File: src/rtl/label_window_vote.sv
// Sliding-window majority vote over the valence/arousal label pairs, with a one-entry output stage.
// Defining LABEL_VOTE_FLUSH_EN adds a flush input that empties the window.
module label_window_vote #(
    parameter int WINDOW = 5,
    parameter int CNT_W  = $clog2(WINDOW + 1)
) (
    input  logic clk,
    input  logic rst,
`ifdef LABEL_VOTE_FLUSH_EN
    input  logic flush,
`endif
    input  logic valence_in,
    input  logic arousal_in,
    input  logic din_valid,
    output logic din_ready,
    output logic valence_out,
    output logic arousal_out,
    output logic dout_valid,
    input  logic dout_ready,
    output logic warm
);

    // state      | meaning
    // ST_EMPTY   | fill == 0, no labels held
    // ST_FILLING | 0 < fill < WINDOW
    // ST_FULL    | fill == WINDOW, each accept evicts the oldest label
    typedef enum logic [1:0] {ST_EMPTY, ST_FILLING, ST_FULL} state_t;

    localparam logic [CNT_W-1:0] FILL_MAX = CNT_W'(WINDOW);

    state_t            state;
    logic [CNT_W-1:0]  fill;
    logic [CNT_W-1:0]  val_ones;
    logic [CNT_W-1:0]  aro_ones;
    logic [WINDOW-1:0] val_sr;
    logic [WINDOW-1:0] aro_sr;

    logic              flush_w;
    logic              accept;
    logic              xfer;
    logic              win_full;
    logic [CNT_W-1:0]  fill_base;
    logic [CNT_W-1:0]  fill_nxt;
    logic [CNT_W-1:0]  val_ones_base;
    logic [CNT_W-1:0]  aro_ones_base;
    logic [CNT_W-1:0]  val_ones_nxt;
    logic [CNT_W-1:0]  aro_ones_nxt;
    logic [WINDOW-1:0] val_sr_base;
    logic [WINDOW-1:0] aro_sr_base;
    logic [WINDOW-1:0] val_sr_nxt;
    logic [WINDOW-1:0] aro_sr_nxt;
    logic              val_evict;
    logic              aro_evict;

`ifdef LABEL_VOTE_FLUSH_EN
    assign flush_w = flush;
`else
    assign flush_w = 1'b0;
`endif

    assign din_ready = !dout_valid || dout_ready;
    assign accept    = din_valid && din_ready;
    assign xfer      = dout_valid && dout_ready;

    // Tie goes to the newest label; only reachable with an even fill.
    function automatic logic vote(input logic [CNT_W-1:0] ones,
                                  input logic [CNT_W-1:0] n,
                                  input logic newest);
        logic [CNT_W:0] twice;
        logic [CNT_W:0] n_ext;
        twice = {ones, 1'b0};
        n_ext = {1'b0, n};
        if (twice > n_ext)
            return 1'b1;
        else if (twice < n_ext)
            return 1'b0;
        else
            return newest;
    endfunction

    // A flush in the same cycle as an accept clears first, so the new pair is the sole entry.
    always_comb begin
        fill_base     = flush_w ? '0 : fill;
        val_ones_base = flush_w ? '0 : val_ones;
        aro_ones_base = flush_w ? '0 : aro_ones;
        val_sr_base   = flush_w ? '0 : val_sr;
        aro_sr_base   = flush_w ? '0 : aro_sr;
        win_full      = !flush_w && (state == ST_FULL);

        fill_nxt  = win_full ? fill_base : fill_base + CNT_W'(1);
        val_evict = win_full && val_sr_base[WINDOW-1];
        aro_evict = win_full && aro_sr_base[WINDOW-1];

        val_ones_nxt = val_ones_base + CNT_W'(valence_in) - CNT_W'(val_evict);
        aro_ones_nxt = aro_ones_base + CNT_W'(arousal_in) - CNT_W'(aro_evict);

        val_sr_nxt = (val_sr_base << 1) | WINDOW'(valence_in);
        aro_sr_nxt = (aro_sr_base << 1) | WINDOW'(arousal_in);
    end

    always_ff @(posedge clk or negedge rst) begin
        if (!rst) begin
            state       <= ST_EMPTY;
            fill        <= '0;
            val_ones    <= '0;
            aro_ones    <= '0;
            val_sr      <= '0;
            aro_sr      <= '0;
            valence_out <= 1'b0;
            arousal_out <= 1'b0;
            dout_valid  <= 1'b0;
            warm        <= 1'b0;
        end else if (accept) begin
            val_sr      <= val_sr_nxt;
            aro_sr      <= aro_sr_nxt;
            fill        <= fill_nxt;
            val_ones    <= val_ones_nxt;
            aro_ones    <= aro_ones_nxt;
            state       <= (fill_nxt == FILL_MAX) ? ST_FULL : ST_FILLING;
            warm        <= (fill_nxt == FILL_MAX);
            valence_out <= vote(val_ones_nxt, fill_nxt, valence_in);
            arousal_out <= vote(aro_ones_nxt, fill_nxt, arousal_in);
            dout_valid  <= 1'b1;
        end else begin
            if (flush_w) begin
                state    <= ST_EMPTY;
                fill     <= '0;
                val_ones <= '0;
                aro_ones <= '0;
                val_sr   <= '0;
                aro_sr   <= '0;
                warm     <= 1'b0;
            end
            if (xfer)
                dout_valid <= 1'b0;
        end
    end

endmodule

File: config.mk
export PLATFORM = sky130hd
export DESIGN_NAME = label_window_vote
export DESIGN_NICKNAME = d
export VERILOG_FILES = /design/src/rtl/label_window_vote.sv
export SDC_FILE = /design/constraint.sdc
export NUM_CORES = 1
export LEC_CHECK = 0
export CAP_MARGIN = 15
export CELL_PAD_IN_SITES_DETAIL_PLACEMENT = 1
export CELL_PAD_IN_SITES_GLOBAL_PLACEMENT = 1
export CORE_MARGIN = 1
export CORE_UTILIZATION = 46
export CTS_CLUSTER_DIAMETER = 100
export DETAILED_ROUTE_END_ITERATION = 12
export PLACE_DENSITY = 0.81
export REMOVE_ABC_BUFFERS = 1
export SKIP_CTS_REPAIR_TIMING = 1
export SYNTH_ARGS = -nofsm -noshare
export SYNTH_HDL_FRONTEND = slang
export SYNTH_SLANG_ARGS = --single-unit
File: constraint.sdc
create_clock -name clk -period 4.35 [get_ports clk]
set_input_delay 0.87 -clock clk [delete_from_list [all_inputs] [get_ports clk]]
set_output_delay 0.87 -clock clk [all_outputs]
set_load 0.01 [all_outputs]
# Word-level counts from Yosys, hierarchy flattened

Cells that the tools add are included.

Memories kept: 0
Memory bits (read-only): 0
Output and inout bits: 5
Input port bits: 6
Flip-flop bits (word level): 25
Word-level logic and storage cells: 38
Latch bits: 0
RAM bits: 0

Bitwise operators: 2
Div/mod/pow operators: 0
Order comparisons: 4
Reductions and logical operators: 7
Shift operators: 0
Add/subtract/negate cells: 5
Multipliers: 0
Equality and inequality tests: 2
Mux-type cells: 8

Operator list:

| kind                  | number |
|---|---|
| $or A5 B1 Y5          | 2 |
| $gt A4 B3 Y1          | 2 |
| $lt A4 B3 Y1          | 2 |
| $add A3 B1 Y3         | 2 |
| $mux W1               | 6 |
| $sub A3 B1 Y3         | 2 |
| $logic_and A1 B1 Y1   | 4 |
| $add A3 B1 Y3 const B | 1 |
| $eq A3 B3 Y1 const B  | 1 |
| $mux W3               | 1 |
| $eq A2 B2 Y1 const B  | 1 |
| $mux W2               | 1 |
| $reduce_bool A2 Y1    | 1 |
| $logic_not A1 Y1      | 1 |
| $logic_or A1 B1 Y1    | 1 |

# Logic depth before layout (Yosys ltp)

Depth in word-level cells: 6
Mapped depth: 10
Mapped depth without buffers: 10

# Least setup slack after synthesis

OpenSTA, ideal clock, no wires.

Kind: register -> register
Start: reg, netlist name warm
End: reg arousal_out
Path buffers: 0
Data required time: 4255 ps
Setup time: 95 ps
Cell stages (with the launch flop): 11
Arrival time: 2466 ps
Path slack: 1789 ps
Period minus slack after synthesis: 2561 ps
Cells stage by stage: dfrtp_1 -> and2b_2 -> and2_1 -> ha_1 -> inv_1 -> ha_1 -> fa_1 -> ha_1 -> nand2_1 -> o21a_1 -> o31ai_1

RTL lines:

| what                   | RTL line | RTL |
|---|---|---|
| end signal: assignment | 122      | `arousal_out <= vote(aro_ones_nxt, fill_nxt, arousal_in);` |
| end: declaration       | 17       | `output logic arousal_out,` |

# Worst setup path after layout

Start: in dout_ready
End: out din_ready

Longest elaborated chain between the ends: 1

Ends and longest elaborated chain:

| what               | RTL line | RTL |
|---|---|---|
| start: declaration | 19       | `input logic dout_ready,` |
| $logic_or A1 B1 Y1 | 61       | `assign din_ready = !dout_valid \|\| dout_ready;` |
| end: declaration   | 15       | `output logic din_ready,` |

Every way passes these cells.

==> flow_metrics.tcl <==
set metrics [dict create \
    status "complete, no violations" \
    syn_avg_cell_area_um2 9.561 \
    wire_per_inst_um 14.30 \
    synth_cells 134 \
    grt_use_met3 0.03333 \
    synth_seq_area_share 0.4688 \
    std_cell_rows 18 \
    total_power_mw 1.021 \
    numCtsBuffers 3 \
    clk_pin_slew_worst_paths_ps 150 \
    sequentialPowerShare 0.354 \
    worst_slack_ps 1500 \
    finalSetupTns_ps 0 \
    firstDrtPassIters 4 \
    crit_arrival_ps 1980 \
    rrSetupSlack_ps 1610 \
    grt_pass1_vias 957 \
    synthFlopType "dfrtp_1" \
    ys_types 27 \
    worst_pin_slew_ps 594.2 \
    dp_hpwl_um 1786 \
    intPower_mw 0.6262 \
    relSlewSlack 0.6029 \
    period_share 0.6551 \
    cp_max_fo 4 \
    via_count 926 \
    yosysMostFrequentCell "nand2_1" \
    irDropWorstVdd_uv 492.9 \
    cts.sinks 24 \
    yosysTopAreaCell "dfrtp_1" \
    drt-total-wl_um 2517 \
    nFillCells 296 \
    core_um2 2545 \
    dieWidth_um 54.78 \
    met2_usage 0.3494 \
    cellPowerDensity_nw_per_um2 691.4 \
    grt_max_degree 25 \
    ys_async_sr_fraction 1.000 \
    htreeDepth 1 \
    grt_pass1_wl_um 4112 \
    period_minus_slack_ps 2850 \
    endpoint_kind "primary output" \
    synthTopCellsByCount "40 x nand2_1, 24 x dfrtp_1, 9 x ha_1" \
    drc_errors 0 \
    maxSlewViolCount 0 \
    swShare 0.3865 \
    rsz0062_at_grt "false" \
    maxCapViolCount 0 \
    startpoint_type "input pin" \
    cts_tree "built" \
    p_leak_nw 0.7141 \
    dpl.cell_count 171 \
    ys_ff_latch 24 \
    grt_antenna_before_repair 0 \
    combPwrFrac 0.485 \
    initial_core_util 0.5034 \
    ant_nets 0 \
    setup_violations 0 \
    clock.fmax_ghz 0.3509 \
    finClkSkew_ps 11.11 \
    cp.required_ps 3480 \
    yosysTopAreaCellShare 0.4688 \
    grt.busiest_layer "met2" \
    worstSetupPathType "in -> out" \
    grt_overflow 0 \
    ys_warn_count 0 \
    synth_area_um2 1281 \
    numPortBuffers 10 \
    grt_usage 0.1991 \
    p_switching_mw 0.3946 \
    fp.dieH_um 54.78 \
    vias_per_cell 5.261 \
    io_pins 11 \
    clockBufferDepth 2 \
    hp-class "reg -> reg" \
    cts-root-buf "clkbuf_4" \
    place_ws_ps 1418 \
    drive_gt1_frac 0.06164 \
    synth_edf_count 0 \
    gp_congestion 0.7353 \
    met1_usage 0.2439 \
    worstSkewPairLatency_ps 320 \
    final_nets 164 \
    dieArea_um2 3000 \
    synth.area.top_cells "dfrtp_1 47%, nand2_1 12%, ha_1 8.8%" \
    syn2layout_area_growth_pct 15.23 \
    drtIter0Drc 3 \
    hold_violations 0 \
    power_frac_clock 0.161 \
    antenna_cells 0 \
    fin_cells 176 \
]
[metrics by stage]
| step | utilization | hold WS, ps | cell area [um2] |
|---|---|---|---|
| 6_report | 0.5801 | 482.8 | 1476 |
| 5_1_grt | 0.5801 | 507.0 | 1476 |
| 4_1_cts | 0.5742 | 487.4 | 1461 |
| 3_5_place_dp | 0.5536 | 452.3 | 1409 |
| 3_3_place_gp | 0.5536 | 448.9 | 1409 |
| 2_1_floorplan | - | 437.4 | 1264 |
[state kept, by name, indices dropped and copies added, names as in the netlist]
name / flops
warm: 1
state: 1
valence_out: 1
dout_valid: 1
val_sr: 5
aro_sr: 5
fill: 3
arousal_out: 1
aro_ones: 3
val_ones: 3
[final timing paths]
check	from	end	depth (start not counted)
setup reg to reg	state[0]	arousal_out	10
min in group asynchronous	rst	aro_ones[2]	1
hold / removal	val_sr[2]	val_sr[3]	2
hold reg to reg	val_sr[2]	val_sr[3]	2
setup / recovery	dout_ready	din_ready	3
max in group asynchronous	rst	fill[1]	2
[layer usage]
metal	wire [um]	part of all wire
met1	1158	0.46
met2	1291	0.51
met3	52	0.021
met4	15	0.0060
met5	0	0
[cells in the final DEF (no fill, tap or decap), types with 2 or more instances in the layout]
cell type,count
a21oi_1,3
and2_1,3
clkbuf_4,3
clkdlybuf4s50_1,10
dfrtp_1,24
fa_1,2
ha_1,9
inv_1,8
mux2i_1,2
nand2_1,40
nand2b_1,2
nor2_1,6
nor3_1,2
o21a_1,2
o21ai_0,5
o31ai_1,3
xnor2_1,4
xor2_1,6
[cell type report]
class                   instances  area, um2  area share
flip-flops and latches         24      600.6      0.4068
clock buffers                   3      22.52     0.01525
repair buffers                 12      122.6     0.08305
well taps                      30      37.54     0.02542
inverters                       8      30.03     0.02034
clock inverters                 1      30.03     0.02034
multi-input cells              98      633.1      0.4288
[worst max-delay path: stages]
cell and delay (ps):
clkdlybuf4s50_1 450, nand2b_4 120, clkdlybuf4s50_1 530
[logic make-up (layout without fill, tap and decap cells)]
kind of cell / count (synthesis) / count (layout) / synth area share
AO/OA/AOI/OAI: 18 / 18 / 0.09179
XOR/XNOR: 10 / 10 / 0.06836
adder cells (fa/ha/maj): 11 / 11 / 0.1191
buffers and inverters: 12 / 24 / 0.03711
flip-flops: 24 / 24 / 0.4688
multiplexers: 3 / 3 / 0.02441
AND/OR/NAND/NOR: 56 / 56 / 0.1904
[power groups by stage]
stage	clock network, mW	logic [mW]	registers [mW]
final	0.164	0.496	0.361
after global routing	0.179	0.564	0.372
after CTS	0.170	0.503	0.362
after detailed placement	0	0.492	0.367
after global placement	0	0.457	0.362
after floorplan	0	0.359	0.359
No activity file was read; power rests on OpenSTA's default activity.
